<file path="config.mk">
export PLATFORM = sky130hd
export DESIGN_NAME = adrv9001_rx_capture
export DESIGN_NICKNAME = d
export VERILOG_FILES = /design/src/rtl/adrv9001_rx_capture_pkg.sv /design/src/rtl/adrv9001_rx_capture_fifo.sv /design/src/rtl/adrv9001_rx_capture.sv
export SDC_FILE = /design/constraint.sdc
export NUM_CORES = 1
export LEC_CHECK = 0
export BUFFER_PORTS_ARGS = -buffer_cell sky130_fd_sc_hd__buf_2
export CAP_MARGIN = 15
export CELL_PAD_IN_SITES_DETAIL_PLACEMENT = 1
export CELL_PAD_IN_SITES_GLOBAL_PLACEMENT = 1
export CORE_UTILIZATION = 53
export CTS_BUF_LIST = sky130_fd_sc_hd__clkbuf_16
export DETAILED_ROUTE_END_ITERATION = 10
export GPL_TIMING_DRIVEN = 0
export PLACE_DENSITY = 0.79
export SLEW_MARGIN = 20
export SYNTH_ARGS = -nofsm -noshare
export SYNTH_HDL_FRONTEND = slang
export SYNTH_HIERARCHICAL = 1
export SYNTH_SLANG_ARGS = --single-unit
</file>
<file path="constraint.sdc">
create_clock -name clk -period 8.1 [get_ports clk]
set_clock_uncertainty 0.2 [all_clocks]
set_input_delay 0.81 -clock clk [delete_from_list [all_inputs] [get_ports clk]]
set_output_delay 0.81 -clock clk [all_outputs]
set_load 0.03 [all_outputs]
</file>
<file path="src/rtl/adrv9001_rx_capture_pkg.sv">
// Shared types and sizing for the ADRV9001 receive burst-capture stage.
package adrv9001_rx_capture_pkg;

  typedef enum logic [2:0] {
    IDLE,
    ARMED,
    SKIP,
    CAPTURE,
    DRAIN
  } state_t;

  localparam int DEFAULT_FIFO_DEPTH = 16;
  localparam int ADDR_W = $clog2(DEFAULT_FIFO_DEPTH);

endpackage

</file>
<file path="src/rtl/adrv9001_rx_capture_fifo.sv">
// First-word-fall-through FIFO holding one captured burst.
module adrv9001_rx_capture_fifo
  import adrv9001_rx_capture_pkg::*;
#(
  parameter int WIDTH = 32,
  parameter int DEPTH = DEFAULT_FIFO_DEPTH,
  parameter int AW    = ADDR_W
) (
  input  logic             clk,
  input  logic             rst,
  input  logic             flush,
  input  logic             wr_en,
  input  logic [WIDTH-1:0] wr_data,
  input  logic             rd_en,
  output logic [WIDTH-1:0] rd_data,
  output logic             empty,
  output logic             full,
  output logic [AW:0]      count
);

  logic [WIDTH-1:0] mem [DEPTH];
  logic [AW-1:0]    wr_ptr;
  logic [AW-1:0]    rd_ptr;
  logic             do_rd;
  logic             do_wr;

  assign empty   = (count == '0);
  assign full    = (count == (AW+1)'(DEPTH));
  assign rd_data = mem[rd_ptr];
  // A pop in the same cycle frees a slot, so a write into a full FIFO is legal then.
  assign do_rd   = rd_en & ~empty;
  assign do_wr   = wr_en & (~full | do_rd);

  always_ff @(posedge clk) begin
    if (do_wr) mem[wr_ptr] <= wr_data;
  end

  always_ff @(posedge clk or posedge rst) begin
    if (rst) begin
      wr_ptr <= '0;
      rd_ptr <= '0;
      count  <= '0;
    end else if (flush) begin
      wr_ptr <= '0;
      rd_ptr <= '0;
      count  <= '0;
    end else begin
      if (do_wr) wr_ptr <= wr_ptr + 1'b1;
      if (do_rd) rd_ptr <= rd_ptr + 1'b1;
      case ({do_wr, do_rd})
        2'b10:   count <= count + 1'b1;
        2'b01:   count <= count - 1'b1;
        default: count <= count;
      endcase
    end
  end

endmodule

</file>
<file path="src/rtl/adrv9001_rx_capture.sv">
// Triggered burst capture of the ADRV9001 RX IQ stream, replayed on an AXI-stream master.
module adrv9001_rx_capture
  import adrv9001_rx_capture_pkg::*;
#(
  parameter int DATA_WIDTH = 32,
  parameter int FIFO_DEPTH = DEFAULT_FIFO_DEPTH,
  parameter int CNT_WIDTH  = 16
) (
  input  logic                  clk,
  input  logic                  rst,
  input  logic [DATA_WIDTH-1:0] s_axis_tdata,
  input  logic                  s_axis_tvalid,
  input  logic                  arm,
  input  logic                  abort,
  input  logic                  clear_overflow,
  input  logic                  trigger,
  input  logic [CNT_WIDTH-1:0]  skip_len,
  input  logic [CNT_WIDTH-1:0]  capture_len,
  output logic [DATA_WIDTH-1:0] m_axis_tdata,
  output logic                  m_axis_tvalid,
  input  logic                  m_axis_tready,
  output logic                  m_axis_tlast,
  output logic                  busy,
  output logic                  done,
  output logic                  overflow
);

  localparam int AW = $clog2(FIFO_DEPTH);
  localparam logic [AW:0] LAST_WORD = 1;

  state_t                state;
  logic                  trigger_d;
  logic                  trig_edge;
  logic [CNT_WIDTH-1:0]  skip_cnt;
  logic [CNT_WIDTH-1:0]  cap_cnt;
  logic                  fifo_empty;
  logic                  fifo_full;
  logic [AW:0]           fifo_count;
  logic [DATA_WIDTH-1:0] fifo_data;
  logic                  rd_fire;
  logic                  wr_room;
  logic                  wr_en;

  assign trig_edge     = trigger & ~trigger_d;
  assign m_axis_tvalid = ~fifo_empty;
  assign m_axis_tdata  = fifo_empty ? '0 : fifo_data;
  assign m_axis_tlast  = (state == DRAIN) & m_axis_tvalid & (fifo_count == LAST_WORD);
  assign busy          = (state != IDLE);
  // Abort overrides any pop or push occurring in the same cycle.
  assign rd_fire       = m_axis_tvalid & m_axis_tready & ~abort;
  assign wr_room       = ~fifo_full | rd_fire;
  assign wr_en         = (state == CAPTURE) & s_axis_tvalid & wr_room & (cap_cnt != '0) & ~abort;

  adrv9001_rx_capture_fifo #(
    .WIDTH (DATA_WIDTH),
    .DEPTH (FIFO_DEPTH),
    .AW    (AW)
  ) u_fifo (
    .clk     (clk),
    .rst     (rst),
    .flush   (abort),
    .wr_en   (wr_en),
    .wr_data (s_axis_tdata),
    .rd_en   (rd_fire),
    .rd_data (fifo_data),
    .empty   (fifo_empty),
    .full    (fifo_full),
    .count   (fifo_count)
  );

  always_ff @(posedge clk or posedge rst) begin
    if (rst) begin
      state     <= IDLE;
      trigger_d <= 1'b0;
      skip_cnt  <= '0;
      cap_cnt   <= '0;
      done      <= 1'b0;
      overflow  <= 1'b0;
    end else begin
      trigger_d <= trigger;
      done      <= 1'b0;
      if (clear_overflow) overflow <= 1'b0;
      if (abort) begin
        state <= IDLE;
      end else begin
        case (state)
          IDLE: begin
            if (arm) begin
              skip_cnt <= skip_len;
              cap_cnt  <= capture_len;
              if (capture_len == '0) done <= 1'b1;
              else                   state <= ARMED;
            end
          end
          ARMED: begin
            if (trig_edge) state <= (skip_cnt != '0) ? SKIP : CAPTURE;
          end
          SKIP: begin
            if (s_axis_tvalid && skip_cnt != '0) begin
              skip_cnt <= skip_cnt - 1'b1;
              if (skip_cnt == 1) state <= CAPTURE;
            end
          end
          CAPTURE: begin
            // A sample with nowhere to go ends the capture early and is dropped.
            if (s_axis_tvalid) begin
              if (!wr_room) begin
                overflow <= 1'b1;
                state    <= DRAIN;
              end else if (cap_cnt != '0) begin
                cap_cnt <= cap_cnt - 1'b1;
                if (cap_cnt == 1) state <= DRAIN;
              end
            end
          end
          DRAIN: begin
            if (fifo_empty) begin
              state <= IDLE;
            end else if (rd_fire && fifo_count == LAST_WORD) begin
              state <= IDLE;
              done  <= 1'b1;
            end
          end
          default: state <= IDLE;
        endcase
      end
    end
  end

endmodule

</file>
# After elaboration in Yosys (flattened, before gate mapping)
# Memories as Yosys holds them, arrays and structs flattened.
# Index checks and enable logic that the tools add are counted.
dict set report totals {
  reg_bits 51
  latch_bits 0
  ram_bits 512
  romBits 0
  input_bits 72
  out_inout_bits 37
  word_cells 115
  n_memories 1
}
dict set report op_classes {
  add_sub_neg 6
  mul 0
  n_div 0
  order_cmp 0
  n_eq_ne 24
  shift 0
  muxes 42
  bitwise_logic 17
  reduce_logical 16
}
# name words word_bits rd rd_clocked_by_memory_dff write_ports line
set memory_table {}
lappend memory_table {u_fifo.mem 16 32 1 0 1 adrv9001_rx_capture_fifo.sv:21} ;# logic [WIDTH-1:0] mem [DEPTH];
# cell count
set op_table {}
lappend op_table {{two-way mux 16 bit} 6}
lappend op_table {{case mux 16 bit (2 select lines)} 2}
lappend op_table {{two-way mux 3 bit} 12}
lappend op_table {{== test 16 x 1 -> 1 bit, second input constant} 2}
lappend op_table {{two-way mux 32 bit} 1}
lappend op_table {{nonzero test 16 bit} 2}
lappend op_table {{subtractor 16 x 1 -> 16 bit, second input constant} 2}
lappend op_table {{inequality test 3 bit, second input constant} 6}
lappend op_table {{zero test 16 bit} 1}
lappend op_table {{two-way mux 4 bit} 4}
lappend op_table {{case mux 3 bit (5 select lines)} 1}
lappend op_table {{two-way mux 1 bit} 13}
lappend op_table {{inequality test 4 x 3 -> 1 bit, second input constant} 3}
lappend op_table {{bitwise AND 1 bit} 11}
lappend op_table {{case mux 5 bit (2 select lines)} 1}
lappend op_table {{AND reduction 9 bit} 1}
lappend op_table {{adder 4 x 1 -> 4 bit, second input constant} 2}
lappend op_table {{inequality test 2 bit, second input constant} 4}
lappend op_table {{nonzero test 2 bit} 4}
lappend op_table {{== test 3 x 2 -> 1 bit, second input constant} 2}
lappend op_table {{AND reduction 6 bit} 1}
lappend op_table {{nonzero test 3 bit} 2}
lappend op_table {{adder 5 x 1 -> 5 bit, second input constant} 1}
lappend op_table {{== test 5 x 1 -> 1 bit, second input constant} 1}
lappend op_table {{other kinds (15)} 20}

# Depth between registers and ports, before layout
dict set report logic_depth {
  word_depth 12
  ltp_mapped 14
  mapped_depth_nobuf 13
}

# Cells and area by module
# Netlist, hierarchy kept.
# module n_inst cells_each area_per_inst_um2 seq_area_each_um2
set by_module_without_submodules {}
lappend by_module_without_submodules {adrv9001_rx_capture_fifo 1 911 20126.8 15700.1}
lappend by_module_without_submodules {adrv9001_rx_capture 1 358 2896.5 950.9}

# Least setup slack after synthesis
# OpenSTA, ideal clock, no wires.
dict set report synth_timing {
  path_type {input to register}
  start {in abort}
  end {mem u_fifo.mem[0][0] (enable)}
  setup_time_ps 501
  arrival_time_ps 5601
  t_required_ps 7399
  slack_ps 1798
  stages 9
  n_path_buf 3
  cell_sequence {or2_2 -> clkbuf_1 -> a21oi_1 -> clkbuf_1 -> nand3_1 -> a211oi_1 -> clkbuf_1 -> o21ai_2 -> nor4_1}
}
dict set report synth_via {
  elab_chain_cells 9
  word_cells_on_any_way 11
  classes_between {mux: 2; bitwise: 9}
}
# item line
set synth_lines {}
lappend synth_lines {{start: declaration} adrv9001_rx_capture.sv:14} ;# input logic abort,
lappend synth_lines {{inverter 1 bit (no line) (*)} -}
lappend synth_lines {{bitwise AND 1 bit} adrv9001_rx_capture.sv:50} ;# assign rd_fire = m_axis_tvalid & m_axis_tready & ~abort;
lappend synth_lines {{OR 1 bit} adrv9001_rx_capture.sv:51} ;# assign wr_room = ~fifo_full | rd_fire;
lappend synth_lines {{bitwise AND 1 bit (2 in a row)} adrv9001_rx_capture.sv:52} ;# assign wr_en = (state == CAPTURE) & s_axis_tvalid & wr_room & (cap_cnt != '0) & ~abort;
lappend synth_lines {{bitwise AND 1 bit (*)} adrv9001_rx_capture.sv:52}
lappend synth_lines {{named net wr_en} adrv9001_rx_capture.sv:42} ;# logic wr_en;
lappend synth_lines {{bitwise AND 1 bit (*)} adrv9001_rx_capture_fifo.sv:32} ;# assign do_wr = wr_en & (~full | do_rd);
lappend synth_lines {{two-way mux 1 bit (*)} adrv9001_rx_capture_fifo.sv:35} ;# if (do_wr) mem[wr_ptr] <= wr_data;
lappend synth_lines {{two-way mux 1 bit (implied by the code) (*)} adrv9001_rx_capture_fifo.sv:35}
lappend synth_lines {{end: declaration} adrv9001_rx_capture_fifo.sv:21}
# Mark *: on every way through the listed nets, which the timed path passes. The rest lies on a longest branch.

# Worst setup path after layout
dict set report layout_timing {
  start {reg u_fifo.count[0]}
  end {mem u_fifo.mem[3][15] (enable)}
}
dict set report layout_via {
  elab_chain_cells 11
  word_cells_on_any_way 15
  classes_between {eq/ne: 1; mux: 2; bitwise: 11; reduce/logical: 1}
}
# item line
set layout_lines {}
lappend layout_lines {{start: declaration} adrv9001_rx_capture_fifo.sv:18} ;# output logic [AW:0] count
lappend layout_lines {{start signal: assignment} adrv9001_rx_capture_fifo.sv:51} ;# 2'b10: count <= count + 1'b1;
lappend layout_lines {{start signal: assignment} adrv9001_rx_capture_fifo.sv:52} ;# 2'b01: count <= count - 1'b1;
lappend layout_lines {{start signal: assignment} adrv9001_rx_capture_fifo.sv:53} ;# default: count <= count;
lappend layout_lines {{zero test 5 bit} adrv9001_rx_capture_fifo.sv:27} ;# assign empty = (count == '0);
lappend layout_lines {{named net fifo_empty} adrv9001_rx_capture.sv:36} ;# logic fifo_empty;
lappend layout_lines {{inverter 1 bit} adrv9001_rx_capture.sv:45} ;# assign m_axis_tvalid = ~fifo_empty;
lappend layout_lines {{bitwise AND 1 bit (2 in a row)} adrv9001_rx_capture.sv:50}
lappend layout_lines {{OR 1 bit} adrv9001_rx_capture.sv:51}
lappend layout_lines {{bitwise AND 1 bit (3 in a row)} adrv9001_rx_capture.sv:52}
lappend layout_lines {{named net wr_en} adrv9001_rx_capture.sv:42}
lappend layout_lines {{bitwise AND 1 bit} adrv9001_rx_capture_fifo.sv:32}
lappend layout_lines {{two-way mux 1 bit} adrv9001_rx_capture_fifo.sv:35}
lappend layout_lines {{two-way mux 1 bit (implied by the code)} adrv9001_rx_capture_fifo.sv:35}
# The timed path passes the listed nets, and every way through them passes these cells.

==> results by group <==
Placement
  – Port-buffer cells: 108
  – Gpl congestion: 0.8723
  – DP HPWL: 39820 um
  – Pre-CTS setup slack: 2.961 ns

Logic synthesis
  – Share of the synthesized area in the top cell type: 66.78%
  – Warnings from Yosys: 6
  – Adder-Cell Fraction of Synth Area: 0.7934%
  – Synth Area in XOR/XNOR: 0.3043%
  – Compound-gate portion of the synthesized area: 5.934%
  – Syn avg cell area: 18.14 um^2
  – Asr flop ratio synth: 9.059%
  – Cells after Synth: 1269
  – Mux contribution to synthesized area: 12.93%
  – Syn Nets: 1355
  – Seq/Total Area, Yosys: 72.32%
  – Top cells by area, synth: edfxtp_1, mux4_2, dfrtp_1
  – Mapped cell area: 23020 um^2
  – EDFF count, synth: 512
  – Most common cell in the netlist: edfxtp_1
  – Ys flop type: edfxtp_1
  – Simple-Gate Fraction of Synth Area: 6.027%
  – #FFs+latches synth: 563
  – Largest family of logic cells by synthesized area: multiplexers
  – Cell variety after synth: 81
  – Leading area contributor after synthesis: edfxtp_1
  – Synth cell count leaders: edfxtp_1, mux4_2, a22oi_1

Clock tree
  – CTS Root Cell: clkbuf_16
  – CTS tree: yes
  – CTS Buf Count: 54
  – Hold Buf Count CTS: 0
  – H-Tree Depth: 2
  – Clock transition at path regs: 0.07 ns
  – Post_cts resized: 0
  – Post-CTS setup buffers: 0
  – Clock Sinks: 563
  – Clk Latency, worst-skew pair: 0.62 ns
  – Clock buffer depth: 3

Final layout
  – Layout cells sized above 1: 26.87%
  – Register area: 16650 um^2
  – Post-layout nets: 1567
  – Area of the multi-input gates: 6050 um^2
  – # fillers: 3753
  – Area growth syn-to-layout: 15.72%

GRT
  – Antenna violations before repair: 4
  – Largest net degree at the start of global routing: 23
  – Total gr overflow: 0
  – GRT Overall Usage: 28.15%
  – Vias in the first global route: 14280
  – First-pass GRT wire length: 90560 um

Die
  – Die Area: 44280 um^2
  – Initial Utilization: 54.28%
  – IO Count: 109
  – Die Span X: 210.4 um
  – Core area: 42420 um^2
  – Die span in y: 210.4 um
  – Core Rows: 75

Timing
  – Hold Fails Final Rpt: 0
  – Fin worst setup slack: 3.159 ns
  – Max Slew Vio Count: 0
  – Slew @ Worst Pin: 1.001 ns
  – Final Critical Period: 4.941 ns
  – Final setup fails: 0
  – Slew HR: 33.24%
  – Fin crit share: 61.00%
  – Fmax: 0.2024 GHz
  – Unrepaired setup endpoints after global routing: no

Power
  – Total power: 0.006536 W
  – Peak VDD IR: 0.0001977 V
  – P_leak: 8.939 nW
  – PwrDens: 245.3 nW/um^2

Critical path
  – CP Launch Type: register
  – Endpoint class of the critical path: register
  – Worst endpoint required time: 8.20 ns
  – Kind of critical path: register to register
  – WP data arrival: 5.04 ns
  – CP Max Fanout: 10

Drt
  – Per-cell routed wire length: 28.95 um
  – DRT antenna net count: 0
  – Routed via count: 13470
  – DRT iter0 DRCs: 1242
  – Final wirelength: 60850 um
  – DRC: 0
  – Drt pass-1 iters: 5
  – Vias per Instance: 6.409

Worst hold path
  – HP Class: primary input to asynchronous set/reset pin

Flow run
  – Max Cap Viol: 0

Status
  – Status: completed
[metrics by stage]
stage	cell area, um^2	std cells	TNS [ns]	hold slack (ns)	util, %
after detailed placement	24900	2002	0	0.3219	58.71
after global routing	26630	2099	0	0.03815	62.79
after CTS	26630	2099	0	0.004492	62.79
after global placement	24290	1954	-406.90	0.3187	57.26
after floorplan	23020	1269	0	0.2885	-
final	26640	2102	0	0.01379	62.81
[cell type report]
class | count | share of cell area [%]
clock buffer | 54 | 5.072
multi-input combinational | 608 | 22.71
clock inverter | 43 | 1.423
tap | 577 | 2.710
inverter | 24 | 0.3381
sequential | 563 | 62.50
antenna | 3 | 0.02818
timing repair buffer | 156 | 4.095
buffer | 74 | 1.127
[cell usage in the layout, fill, tap and decap left out, drive strengths merged, types with 32 or more instances in the layout]
master,netlist,routed
nor2,57,57
dfrtp,51,51
mux4,128,128
clkbuf,52,106
a22oi,72,72
o21ai,33,33
inv,23,37
nor2b,32,32
buf,22,178
nand2,53,53
edfxtp,512,512
[cell families (layout without fill, tap and decap cells)]
group	Yosys count	after routing
AND/OR/NAND/NOR	256	256
adder cells (fa/ha/maj)	14	14
XOR/XNOR	8	8
AO/OA/AOI/OAI	193	193
multiplexers	137	137
flip-flops	563	563
other	0	3
buffers and inverters	98	351
[state kept, by name, summed over array words and instances (netlist names)]
signal and cells:
skip_cnt 16, trigger_d 1, u_fifo/rd_ptr 4, u_fifo/mem 512
u_fifo/count 5, cap_cnt 16, u_fifo/wr_ptr 4, done 1
state 3, overflow 1
[critical path, cell delays in order (launching register included)]
cell and delay (ns):
dfrtp_1 0.46, or4_1 0.15, buf_2 0.15, clkbuf_1 0.37, nor2_1 0.32, or3b_4 0.49
a211oi_1 0.32, clkbuf_1 0.44, o21ai_2 0.28, nor4_2 0.65, buf_4 0.30, buf_2 0.23
buf_2 0.25
[path summary, 6_finish.rpt]
| path | startpoint | cells past startpoint | end | slack (ns) |
|---|---|---|---|---|
| max | u_fifo/count[0] | 12 | u_fifo/mem[3][15] | 3.16 |
| min | rst | 2 | skip_cnt[15] | 0.01 |
| max reg2reg | u_fifo/count[0] | 12 | u_fifo/mem[3][15] | 3.16 |
| min reg2reg | skip_cnt[7] | 2 | skip_cnt[7] | 0.33 |
| max in group asynchronous | rst | 3 | cap_cnt[2] | 7.21 |
| min in group clk | trigger | 1 | trigger_d | 0.11 |
[where the power goes]
group          leakage [nW]  internal (W)  switching (W)
sequential             5.24       0.00325       0.000117
combinational          2.81      0.000217       0.000458
clock                 0.889       0.00140        0.00109
[layer usage]
| metal | track usage (%) | vias up | wire length [um] |
|---|---|---|---|
| met5 | 0 | - | 11 |
| met3 | 4.142 | 113 | 3933 |
| met1 | 37.37 | 7159 | 24320 |
| met4 | 8.496 | 2 | 1532 |
| li1 | - | 5611 | - |
| met2 | 48.54 | 587 | 31050 |
Power figures use the tool's default switching activity.
